File: config.mk
export PLATFORM = sky130hd
export DESIGN_NAME = conv_sched_flat
export DESIGN_NICKNAME = d
export VERILOG_FILES = /design/src/rtl/conv_pkg.sv /design/src/rtl/conv_sched_if.sv /design/src/rtl/conv_size_div.sv /design/src/rtl/conv_sched.sv /design/src/flat_wrapper.sv
export SDC_FILE = /design/constraint.sdc
export NUM_CORES = 1
export LEC_CHECK = 0
export CORE_MARGIN = 5
export CORE_UTILIZATION = 31
export DETAILED_ROUTE_END_ITERATION = 10
export GPL_TIMING_DRIVEN = 0
export PLACE_DENSITY = 0.45
export SLEW_MARGIN = 5
export SYNTH_ARGS = -nofsm -noshare
export SYNTH_HDL_FRONTEND = slang
export SYNTH_SLANG_ARGS = --single-unit
File: constraint.sdc
create_clock -name clk -period 7.96 [get_ports clk]
set_clock_uncertainty 0.15 [all_clocks]
set_input_delay 1.194 -clock clk [delete_from_list [all_inputs] [get_ports clk]]
set_output_delay 1.194 -clock clk [all_outputs]
set_load 0.05 [all_outputs]
File: src/rtl/conv_pkg.sv
// Shared types and defaults for the convolution sequencing controller.
package conv_pkg;

    localparam int unsigned ADDR_W_DEF = 20;
    localparam int unsigned DIM_W_DEF  = 8;

    typedef enum logic [1:0] {
        IDLE,
        CALC,
        RUN,
        FIN
    } state_t;

    localparam logic        RST_FLAG = 1'b0;
    localparam int unsigned RST_ADDR = 0;
    localparam int unsigned RST_DIM  = 0;

endpackage

File: src/rtl/conv_sched_if.sv
// Start/config request and ready/valid address stream between controller and MAC datapath.
interface conv_sched_if
    import conv_pkg::*;
#(
    parameter int unsigned ADDR_W = ADDR_W_DEF,
    parameter int unsigned DIM_W  = DIM_W_DEF
);
    logic              start;
    logic [DIM_W-1:0]  conv_i;
    logic [DIM_W-1:0]  core_i;
    logic [DIM_W-1:0]  stride;
    logic              rd_ready;
    logic              rd_valid;
    logic [ADDR_W-1:0] fm_addr;
    logic [ADDR_W-1:0] ker_addr;
    logic              acc_first;
    logic              acc_last;
    logic [DIM_W-1:0]  out_row;
    logic [DIM_W-1:0]  out_col;
    logic              busy;
    logic              done;
    logic              cfg_err;

    modport master (
        output start, conv_i, core_i, stride, rd_ready,
        input  rd_valid, fm_addr, ker_addr, acc_first, acc_last,
               out_row, out_col, busy, done, cfg_err
    );

    modport slave (
        input  start, conv_i, core_i, stride, rd_ready,
        output rd_valid, fm_addr, ker_addr, acc_first, acc_last,
               out_row, out_col, busy, done, cfg_err
    );
endinterface

File: src/rtl/conv_size_div.sv
// Serial repeated-subtraction divider: O = (N-K)/S + 1, with config rejection.
module conv_size_div
    import conv_pkg::*;
#(
    parameter int unsigned DIM_W = DIM_W_DEF
) (
    input  logic             clk,
    input  logic             rst,
    input  logic             start,
    input  logic [DIM_W-1:0] n,
    input  logic [DIM_W-1:0] k,
    input  logic [DIM_W-1:0] s,
    output logic             done_c,
    output logic             err_c,
    output logic [DIM_W-1:0] o_c
);
    logic             active_r, active_n;
    logic             bad_r, bad_n;
    logic [DIM_W-1:0] rem_r, rem_n;
    logic [DIM_W-1:0] q_r, q_n;

    // Check cycle only records the verdict; the result is reported one cycle later
    always_comb begin
        active_n = active_r;
        bad_n    = bad_r;
        rem_n    = rem_r;
        q_n      = q_r;
        done_c   = 1'b0;
        err_c    = 1'b0;
        o_c      = q_r + DIM_W'(1);
        if (start) begin
            active_n = 1'b1;
            bad_n    = (k == '0) || (s == '0) || (k > n);
            rem_n    = n - k;
            q_n      = '0;
        end else if (active_r) begin
            if (bad_r) begin
                done_c   = 1'b1;
                err_c    = 1'b1;
                active_n = 1'b0;
            end else if (rem_r >= s) begin
                rem_n = rem_r - s;
                q_n   = q_r + DIM_W'(1);
            end else begin
                done_c   = 1'b1;
                active_n = 1'b0;
            end
        end
    end

    always_ff @(posedge clk or posedge rst) begin
        if (rst) begin
            active_r <= RST_FLAG;
            bad_r    <= RST_FLAG;
            rem_r    <= DIM_W'(RST_DIM);
            q_r      <= DIM_W'(RST_DIM);
        end else begin
            active_r <= active_n;
            bad_r    <= bad_n;
            rem_r    <= rem_n;
            q_r      <= q_n;
        end
    end
endmodule

File: src/rtl/conv_sched.sv
// Convolution MAC sequencer: sizes the output map, then streams fm/kernel address pairs per window.
module conv_sched
    import conv_pkg::*;
#(
    parameter int unsigned ADDR_W = ADDR_W_DEF,
    parameter int unsigned DIM_W  = DIM_W_DEF
) (
    input  logic        clk,
    input  logic        rst,
    conv_sched_if.slave bus
);
    state_t            state, state_n;
    logic [DIM_W-1:0]  n_r, n_n, k_r, k_n, s_r, s_n, o_r, o_n;
    logic [DIM_W-1:0]  kx_r, kx_n, ky_r, ky_n, row_r, row_n, col_r, col_n;
    logic [ADDR_W-1:0] sn_r, sn_n, line_r, line_n, win_r, win_n, rbase_r, rbase_n;
    logic [ADDR_W-1:0] fm_r, fm_n, ker_r, ker_n;
    logic              calc_first_r, calc_first_n;
    logic              valid_r, valid_n, af_r, af_n, al_r, al_n;
    logic              busy_r, busy_n, done_r, done_n, err_r, err_n;
    logic              div_done, div_err;
    logic [DIM_W-1:0]  div_o;
    logic              end_kx, end_ky, end_col, end_row;

    conv_size_div #(.DIM_W(DIM_W)) u_div (
        .clk    (clk),
        .rst    (rst),
        .start  (calc_first_r),
        .n      (n_r),
        .k      (k_r),
        .s      (s_r),
        .done_c (div_done),
        .err_c  (div_err),
        .o_c    (div_o)
    );

    assign end_kx  = (kx_r  == k_r - DIM_W'(1));
    assign end_ky  = (ky_r  == k_r - DIM_W'(1));
    assign end_col = (col_r == o_r - DIM_W'(1));
    assign end_row = (row_r == o_r - DIM_W'(1));

    always_comb begin
        state_n      = state;
        n_n = n_r;  k_n = k_r;  s_n = s_r;  o_n = o_r;
        kx_n = kx_r;  ky_n = ky_r;  row_n = row_r;  col_n = col_r;
        sn_n = sn_r;  line_n = line_r;  win_n = win_r;  rbase_n = rbase_r;
        fm_n = fm_r;  ker_n = ker_r;
        calc_first_n = 1'b0;
        valid_n = valid_r;  af_n = af_r;  al_n = al_r;
        busy_n = busy_r;  done_n = 1'b0;  err_n = 1'b0;
        case (state)
            IDLE: if (bus.start) begin
                n_n          = bus.conv_i;
                k_n          = bus.core_i;
                s_n          = bus.stride;
                calc_first_n = 1'b1;
                busy_n       = 1'b1;
                state_n      = CALC;
            end
            CALC: begin
                // One-time row-stride product per run; all address stepping below is adds only
                if (calc_first_r) sn_n = ADDR_W'(s_r) * ADDR_W'(n_r);
                if (div_done) begin
                    if (div_err) begin
                        busy_n  = 1'b0;
                        done_n  = 1'b1;
                        err_n   = 1'b1;
                        state_n = FIN;
                    end else begin
                        o_n = div_o;
                        kx_n = '0;  ky_n = '0;  row_n = '0;  col_n = '0;
                        line_n = '0;  win_n = '0;  rbase_n = '0;  fm_n = '0;  ker_n = '0;
                        valid_n = 1'b1;
                        af_n    = 1'b1;
                        al_n    = (k_r == DIM_W'(1));
                        state_n = RUN;
                    end
                end
            end
            RUN: if (bus.rd_ready) begin
                if (!end_kx) begin
                    kx_n  = kx_r + DIM_W'(1);
                    fm_n  = fm_r + ADDR_W'(1);
                    ker_n = ker_r + ADDR_W'(1);
                end else if (!end_ky) begin
                    kx_n   = '0;
                    ky_n   = ky_r + DIM_W'(1);
                    line_n = line_r + ADDR_W'(n_r);
                    fm_n   = line_r + ADDR_W'(n_r);
                    ker_n  = ker_r + ADDR_W'(1);
                end else if (!end_col) begin
                    kx_n   = '0;
                    ky_n   = '0;
                    col_n  = col_r + DIM_W'(1);
                    win_n  = win_r + ADDR_W'(s_r);
                    line_n = win_r + ADDR_W'(s_r);
                    fm_n   = win_r + ADDR_W'(s_r);
                    ker_n  = '0;
                end else if (!end_row) begin
                    kx_n    = '0;
                    ky_n    = '0;
                    col_n   = '0;
                    row_n   = row_r + DIM_W'(1);
                    rbase_n = rbase_r + sn_r;
                    win_n   = rbase_r + sn_r;
                    line_n  = rbase_r + sn_r;
                    fm_n    = rbase_r + sn_r;
                    ker_n   = '0;
                end else begin
                    valid_n = 1'b0;
                    busy_n  = 1'b0;
                    done_n  = 1'b1;
                    state_n = FIN;
                end
                if (state_n == RUN) begin
                    af_n = (kx_n == '0) && (ky_n == '0);
                    al_n = (kx_n == k_r - DIM_W'(1)) && (ky_n == k_r - DIM_W'(1));
                end else begin
                    af_n = 1'b0;
                    al_n = 1'b0;
                end
            end
            FIN:     state_n = IDLE;
            default: state_n = IDLE;
        endcase
    end

    always_ff @(posedge clk or posedge rst) begin
        if (rst) begin
            state <= IDLE;
            n_r <= '0;  k_r <= '0;  s_r <= '0;  o_r <= '0;
            kx_r <= '0;  ky_r <= '0;
            row_r <= DIM_W'(RST_DIM);  col_r <= DIM_W'(RST_DIM);
            sn_r <= '0;  line_r <= '0;  win_r <= '0;  rbase_r <= '0;
            fm_r <= ADDR_W'(RST_ADDR);  ker_r <= ADDR_W'(RST_ADDR);
            calc_first_r <= RST_FLAG;
            valid_r <= RST_FLAG;  af_r <= RST_FLAG;  al_r <= RST_FLAG;
            busy_r <= RST_FLAG;  done_r <= RST_FLAG;  err_r <= RST_FLAG;
        end else begin
            state <= state_n;
            n_r <= n_n;  k_r <= k_n;  s_r <= s_n;  o_r <= o_n;
            kx_r <= kx_n;  ky_r <= ky_n;  row_r <= row_n;  col_r <= col_n;
            sn_r <= sn_n;  line_r <= line_n;  win_r <= win_n;  rbase_r <= rbase_n;
            fm_r <= fm_n;  ker_r <= ker_n;
            calc_first_r <= calc_first_n;
            valid_r <= valid_n;  af_r <= af_n;  al_r <= al_n;
            busy_r <= busy_n;  done_r <= done_n;  err_r <= err_n;
        end
    end

    assign bus.rd_valid  = valid_r;
    assign bus.fm_addr   = fm_r;
    assign bus.ker_addr  = ker_r;
    assign bus.acc_first = af_r;
    assign bus.acc_last  = al_r;
    assign bus.out_row   = row_r;
    assign bus.out_col   = col_r;
    assign bus.busy      = busy_r;
    assign bus.done      = done_r;
    assign bus.cfg_err   = err_r;
endmodule

File: src/flat_wrapper.sv
// flat-port wrapper written by rule: the top's interface ports become plain ports
module conv_sched_flat import conv_pkg::*;
#(
    parameter int unsigned ADDR_W = ADDR_W_DEF,
    parameter int unsigned DIM_W  = DIM_W_DEF
)
  (clk, rst, bus_start, bus_conv_i, bus_core_i, bus_stride, bus_rd_ready, bus_rd_valid, bus_fm_addr, bus_ker_addr, bus_acc_first, bus_acc_last, bus_out_row, bus_out_col, bus_busy, bus_done, bus_cfg_err);
  conv_sched_if #(.ADDR_W(ADDR_W), .DIM_W(DIM_W)) bus_i ();
  input  logic clk;
  input  logic rst;
  input wire logic [$bits(bus_i.start)-1:0] bus_start;
  input wire logic [$bits(bus_i.conv_i)-1:0] bus_conv_i;
  input wire logic [$bits(bus_i.core_i)-1:0] bus_core_i;
  input wire logic [$bits(bus_i.stride)-1:0] bus_stride;
  input wire logic [$bits(bus_i.rd_ready)-1:0] bus_rd_ready;
  output wire logic [$bits(bus_i.rd_valid)-1:0] bus_rd_valid;
  output wire logic [$bits(bus_i.fm_addr)-1:0] bus_fm_addr;
  output wire logic [$bits(bus_i.ker_addr)-1:0] bus_ker_addr;
  output wire logic [$bits(bus_i.acc_first)-1:0] bus_acc_first;
  output wire logic [$bits(bus_i.acc_last)-1:0] bus_acc_last;
  output wire logic [$bits(bus_i.out_row)-1:0] bus_out_row;
  output wire logic [$bits(bus_i.out_col)-1:0] bus_out_col;
  output wire logic [$bits(bus_i.busy)-1:0] bus_busy;
  output wire logic [$bits(bus_i.done)-1:0] bus_done;
  output wire logic [$bits(bus_i.cfg_err)-1:0] bus_cfg_err;
  assign bus_i.start = bus_start;
  assign bus_i.conv_i = bus_conv_i;
  assign bus_i.core_i = bus_core_i;
  assign bus_i.stride = bus_stride;
  assign bus_i.rd_ready = bus_rd_ready;
  assign bus_rd_valid = bus_i.rd_valid;
  assign bus_fm_addr = bus_i.fm_addr;
  assign bus_ker_addr = bus_i.ker_addr;
  assign bus_acc_first = bus_i.acc_first;
  assign bus_acc_last = bus_i.acc_last;
  assign bus_out_row = bus_i.out_row;
  assign bus_out_col = bus_i.out_col;
  assign bus_busy = bus_i.busy;
  assign bus_done = bus_i.done;
  assign bus_cfg_err = bus_i.cfg_err;
  conv_sched #(.ADDR_W(ADDR_W), .DIM_W(DIM_W)) u_core (.clk(clk), .rst(rst), .bus(bus_i));
endmodule
==> impl_results.md, run 1 <==
* ANT nets after route at 0
* CP max stage cell: fa_1
* Row Count at 83
* Clock buffer depth at 3
* Main combinational cell family by area after synthesis: simple AND/OR/NAND/NOR gates
* Hold Buf Count CTS at 0
* CP Cell Sequence: clkbuf_1 -> nand2_1 -> fa_1 -> fa_1 -> inv_1 -> fa_1 -> inv_1 -> fa_1 -> inv_1 -> ha_1 -> a21boi_0 -> o21ai_0 -> a21boi_0 -> o21ai_0 -> a21boi_0 -> o21ai_0 -> a2111o_1 -> o211ai_1
* Clk_lat worst skew at 580 ps
* First-pass detailed-route iteration total at 5
* Antenna violations before repair at 0
* Ys async rst share at 100.0%
* Final Max Slew Viols at 0
* Final hold vios at 0
* Nets at 2113
* Hpwl dp at slightly above 40 mm
* Crit. End Element: flip-flop
* Max cap viols at 0
* Sw Share at a little over 50%
* Initial cell density of the core at a little under a third
* PortBufs at slightly below 90
* Combinational power share at 63.3%
* Fill cells at around 5300
* Worst Setup Start Kind: flip-flop
* Crit-path max cell delay at 550 ps
* Vias in the first global route at 13800
* Global-route wire length before repair at 83.71 mm
* Seq cells post-synth at approximately 210
* Mapped Cells at 1823
* Die area at around 56000 µm²
* Crit share post-route at 74.06%
* Leakage power at 0.008166 µW
* # IOs at 90
* Post-synthesis mux area share at 2.203%
* Pre-CTS WS at 1965 ps
* Relative slew slack at 31.41%
* CTS Buf Count at 28
* WL final at 54.37 mm
* Distinct cells, synth at 90
* Clock-pin slew on the worst setup and hold paths at 70 ps
* Synth Area in Simple Gates at 19.82%
* Synth Area in XOR/XNOR at 8.105%
* Antenna fix cells at 0
* Core Area at 51090 µm²
* Cell mode on critical path: fa_1
* Htree depth at 1
* Final setup violation count at 0
* Root Driver: clkbuf_16
* RSZ-0062 raised after global routing: no
* Postcts setup bufs at 0
* Post-synthesis adder-cell area fraction at between 10% and 20%
* DR vias at 14060
* Post-synth EDFFs at 0
* Cts repair resizes at 0
* Initial DRC Count at between 900 and 1000
* Fin crit period at 5895 ps
* Pint at 4158 µW
* Clock Sink Count at 207
* Commonest cells after routing, fill and taps aside: dfrtp_1 (207), nand2_1 (206), o21ai_0 (147), nor2_1 (122), inv_1 (120)
* Pin count of the biggest net entering global routing at 84
* Delay-heaviest family, CP: adder cells
* Chip height at 236.5 µm
* Reg-to-Reg Start: u_core.s_r[0]
* Cell depth of the worst setup path at 18
* DRC at 0
* Hold_ws at 339.9 ps
* Maximum VDD drop at 0.2499 mV
* Slew of the pin with the lowest slew margin at approximately 1000 ps
* Reg2reg setup slack at approximately 2100 ps
* Avg WL per Cell at 20.54 µm
* PwrDens at 449.5 nW/µm²
* Post-synthesis sequential area ratio at around 33%
* Clock network fraction of total power at 15.8%
* Seq pwr share at 20.9%
* CTS tree: yes
* Hold path cells at 2
* Hold Path Class: reg -> reg
* FMAX at 0.1696 GHz
* Area added between synthesis and finish at 17.49%
* Ys flop type: dfrtp_1
* Synthesized area per cell at 8.722 µm²
* P_sw at 4240 µW
* Post-synthesis compound-gate area fraction at 19.34%
* CP Class: reg -> reg
* Req. time, crit path at around 8300 ps
* Chip width at 236.5 µm
* Commonest non-fill, non-tap cell in the layout: dfrtp_1
* Hold Path Sink: u_core.win_r[0]
* R2R cell count at 18
* R2R Path End: u_core.sn_r[15]
* Setup WS post-layout at slightly above 2000 ps
* Critical path buffers and inverters at 4
* Worst EP arrival at 6230 ps
* Synth warn at 0
* GRT overflow at 0
* Syn_nets at between 1500 and 2000
* Fin util at 36.56%
* Worst-path maximum fanout at 10
* Routed vias/inst at between 5 and 6
* GPL Wtd Cong at 0.8461
* Status: complete, no violations
* Post-synthesis cell area at 15900 µm²
* Hold_sp: u_core.win_r[0]
* Share of cells above drive strength 1 at 6.050%
* GRT Total Usage at 18.85%
==> cell type report <==
class                      instances  area (µm²)  area share (%)
clock buffer                      36       790.8           4.233
buffer                            80       329.1           1.761
tap                              680       850.8           4.554
timing repair buffer              92       957.2           5.124
sequential                       207        5180           27.73
multi-input combinational       1412        9927           53.14
inverter                         124       473.0           2.532
clock inverter                    16       173.9          0.9309
==> sequential cells by signal (all words and copies together), names as in the netlist, 16 cells and up <==
| name | cells |
|---|---|
| u_core.sn_r | 16 |
| u_core.bus.fm_addr | 20 |
| u_core.rbase_r | 20 |
| u_core.bus.ker_addr | 20 |
| u_core.win_r | 20 |
| u_core.line_r | 20 |
==> cell families (layout without fill, tap and decap cells) <==
group / count (synthesis) / in the layout
compound gates: 478 / 478
xor+xnor: 129 / 129
fa+ha+maj: 140 / 140
buf+inv: 204 / 348
flops: 207 / 207
mux: 33 / 33
simple gates: 632 / 632
==> cells in the mapped netlist (all sizes together) (8+ instances only) <==
cell type  instances  share of area, %
dfrtp            207                33
nand2            206               4.9
o21ai            152               4.8
nor2             123               2.9
inv              121               2.9
a21oi            112               3.5
ha                99               7.8
xnor2             82               4.6
clkbuf            56               1.3
nand3             56               1.8
and2              50               2.0
nor3              49               1.5
fa                41               5.2
xor2              36               2.0
a22o              34               1.9
and3              30               1.2
buf               24              0.75
nand4             23               1.1
a21o              21              0.99
o211ai            18              0.88
or3               18              0.71
mux2i             17               1.1
mux2              16               1.1
nor4              16              0.95
o31ai             16              0.79
nand2b            14              0.55
o22ai             13              0.51
a31oi             12              0.47
xnor3             11               1.6
nor2b             10              0.39
a211oi             9              0.42
a21boi             9              0.42
o21a               8              0.38
or2                8              0.31
==> metrics by stage <==
stage	area [µm²]	TNS [ps]	power, µW	cells
floorplan	15900	0	5470	1823
global placement	17640	-552870	7056	2592
detailed placement	17720	0	7115	2595
CTS	18680	0	8501	2647
global route	18680	0	9202	2647
finish	18680	0	8398	2647
==> worst max-delay path by stage <==
stage	start	to	slack, ps
2_1_floorplan	rst	u_core.bus.acc_first	960
3_3_place_gp	rst	u_core.n_r[7]	-2720
3_5_place_dp	u_core.s_r[0]	u_core.sn_r[15]	1970
4_1_cts	u_core.s_r[0]	u_core.sn_r[15]	1950
5_1_grt	u_core.s_r[0]	u_core.sn_r[14]	1620
6_report	u_core.s_r[0]	u_core.sn_r[15]	2070
==> worst register-to-register path, cell delays in order (launching register included) <==
cell,delay (ps)
dfrtp_1,530
clkbuf_1,520
nand2_1,160
fa_1,550
fa_1,550
inv_1,60
fa_1,530
inv_1,50
fa_1,530
inv_1,40
ha_1,310
a21boi_0,270
o21ai_0,140
a21boi_0,260
o21ai_0,160
a21boi_0,350
o21ai_0,180
a2111o_1,390
o211ai_1,90
==> metal layers <==
metal,global-route usage [%],share of wire (%),routed length [µm],up-vias
li1,-,-,-,6721
met1,25.96,46,25040,6900
met2,30.24,45,24730,340
met3,2.621,4.1,2220,102
met4,7.119,4.4,2373,0
met5,0,0,0,-
==> power groups by stage <==
stage               sequential, µW  clock, µW  combinational, µW
finish                        1760       1330               5320
global route                  1790       1400               6010
floorplan                     1680          0               3790
CTS                           1760       1370               5370
global placement              1770          0               5280
detailed placement            1780          0               5340
(Power assumes the default switching activity.)
==> run 2, diff against run 1 <==
==> constraint.sdc (replaced) <==
create_clock -name clk -period 5.7 [get_ports clk]
set_clock_uncertainty 0.15 [all_clocks]
set_input_delay 0.855 -clock clk [delete_from_list [all_inputs] [get_ports clk]]
set_output_delay 0.855 -clock clk [all_outputs]
set_load 0.05 [all_outputs]
==> run 2 against run 1 <==
Effect of this change: worst setup slack got worse by 1700 ps; highest routed layer unchanged; routed wire length grew 0.67%; clock-buffer cell count is 2 higher.
==> impl_results.md, run 2 (synthesized netlist as in run 1, its figures left out) <==
* RSZ-0062 raised after global routing: no
* Commonest cells after routing, fill and taps aside: nand2_1 (206), dfrtp_1 (198), o21ai_0 (146), nor2_1 (122), inv_1 (120)
* Max cap viols at 0 (unchanged)
* Routed vias/inst at 5.279 (-0.63%)
* PwrDens at 634.5 nW/µm² (+41%)
* Clk_lat worst skew at 570 ps (about the same)
* Row Count at 83 (unchanged)
* Nets at 2117 (+0.19%)
* Crit share post-route at 93.29% (+19 points)
* PortBufs at 89 (unchanged)
* CTS tree: yes
* Final setup violation count at 0 (unchanged)
* CP Class: reg -> reg
* Combinational power share at 62.7% (-0.6 points)
* # IOs at 90 (unchanged)
* Pint at 6000 µW (+44%)
* Global-route wire length before repair at 85.12 mm (+1.7%)
* Share of cells above drive strength 1 at 6.751% (+0.70 points)
* Sw Share at 49.82% (-0.66 points)
* Fin util at 36.88% (+0.32 points)
* Commonest non-fill, non-tap cell in the layout: nand2_1
* Core Area at 51090 µm² (unchanged)
* Initial cell density of the core at 31.12% (unchanged)
* Initial DRC Count at 935 (+1.5%)
* Setup WS post-layout at 382.7 ps (-1682 ps)
* Seq pwr share at 20.6% (-0.3 points)
* Die area at 55920 µm² (unchanged)
* Crit. End Element: flip-flop
* Vias in the first global route at 13860 (+0.43%)
* Maximum VDD drop at 0.3571 mV (+43%)
* Leakage power at 0.008215 µW (+0.60%)
* Hold_ws at 343.7 ps (+3.783 ps)
* Relative slew slack at 31.97% (+0.56 points)
* ANT nets after route at 0 (unchanged)
* Pin count of the biggest net entering global routing at 39 (-54%)
* Final hold vios at 0 (unchanged)
* Chip height at 236.5 µm (unchanged)
* DRC at 0 (unchanged)
* GRT Total Usage at 19.09% (+0.24 points)
* Fin crit period at 5317 ps (-577.5 ps)
* Hold Buf Count CTS at 0 (unchanged)
* Slew of the pin with the lowest slew margin at 1013 ps (+10.29 ps)
* Worst EP arrival at 5650 ps (-580 ps)
* GRT overflow at 0 (unchanged)
* Pre-CTS WS at -236.7 ps (-2202 ps)
* Chip width at 236.5 µm (unchanged)
* Clock-pin slew on the worst setup and hold paths at 60 ps (about the same)
* Worst-path maximum fanout at 10 (unchanged)
* CTS Buf Count at 28 (unchanged)
* WL final at 54.73 mm (+0.67%)
* GPL Wtd Cong at 0.8537 (+0.90%)
* DR vias at 14000 (-0.48%)
* Clock Sink Count at 207 (unchanged)
* Antenna violations before repair at 2 (+2)
* Final Max Slew Viols at 0 (unchanged)
* Status: complete, no violations
* Req. time, crit path at 6030 ps (-2260 ps)
* Avg WL per Cell at 20.65 µm (+0.52%)
* Area added between synthesis and finish at 18.51%
* Hpwl dp at 41.42 mm (+1.2%)
* Hold Path Class: reg -> reg
* Htree depth at 1 (unchanged)
* First-pass detailed-route iteration total at 5 (unchanged)
* Clock network fraction of total power at 16.7% (+0.9 points)
* Clock buffer depth at 3 (unchanged)
* Worst Setup Start Kind: flip-flop
* FMAX at 0.1881 GHz (+11%)
* Root Driver: clkbuf_16
* P_sw at 5957 µW (+40%)
-- run 2: per-layer routing --
metal	GRT usage, %	up-vias	wire [µm]
li1	-	6717	-
met1	26.86	6906	25300
met2	30.39	280	24930
met3	2.364	92	2213
met4	6.752	0	2281
met5	0	-	0
-- run 2: path summary, 6_finish.rpt --
| check | startpoint | end | slack [ps] | cells past startpoint |
|---|---|---|---|---|
| min | u_core.sn_r[5] | u_core.sn_r[5] | 340 | 2 |
| min reg2reg | u_core.sn_r[5] | u_core.sn_r[5] | 340 | 2 |
| max reg2reg | u_core.s_r[2] | u_core.rbase_r[18] | 380 | 13 |
| max in group asynchronous | rst | u_core.n_r[7] | 3700 | 6 |
| min in group asynchronous | rst | u_core.bus.fm_addr[8] | 440 | 2 |
| max | u_core.s_r[2] | u_core.rbase_r[18] | 380 | 13 |
-- run 2: repair_timing --
| action | CTS | global route |
|---|---|---|
| endpoints found under the hold margin | 0 | 0 |
| setup endpoints to repair | 3 | 3 |
| gates cloned | 0 | 0 |
| pin swaps | 0 | 1 |
| resized for setup | 5 | 13 |
| setup buffers | 0 | 0 |
-- run 2: through the flow --
step                      setup TNS [ps]  power (µW)  cell area, µm²  std cells
after floorplan                        0        7640           15900       1823
after global placement            -12650        9849           17650       2592
after detailed placement          -374.8        9924           17780       2599
after CTS                              0       12020           18820       2650
after global routing                   0       13130           18840       2650
final                                  0       11960           18840       2651
-- run 2: final cells by class --
class | instances | area [µm²]
clock inverters | 13 | 224.0
plain buffers | 80 | 332.8
repair buffers | 96 | 1022
clock buffers | 38 | 809.5
well taps | 680 | 850.8
inverters | 124 | 473.0
diodes | 1 | 2.502
fillers | 5339 | 32250
flip-flops and latches | 207 | 5191
multi-input cells | 1412 | 9937
-- run 2: power by group through the flow --
| stage | clock [µW] | combinational (µW) | sequential (µW) |
|---|---|---|---|
| floorplan | 0 | 5300 | 2340 |
| global placement | 0 | 7380 | 2470 |
| detailed placement | 0 | 7450 | 2480 |
| CTS | 2050 | 7520 | 2460 |
| global route | 2100 | 8530 | 2510 |
| finish | 2000 | 7500 | 2460 |
-- run 2: worst max-delay path, stage by stage (launching register included) --
cell and delay, ps:
dfrtp_1 670, inv_1 250, ha_1 380, nor2b_1 160, o21ai_1 170, a21boi_0 140
o21ai_1 280, a31oi_1 310, o41ai_4 660, nand3_1 570, nor2_1 610, clkbuf_1 550
a21oi_1 140, o22ai_1 180
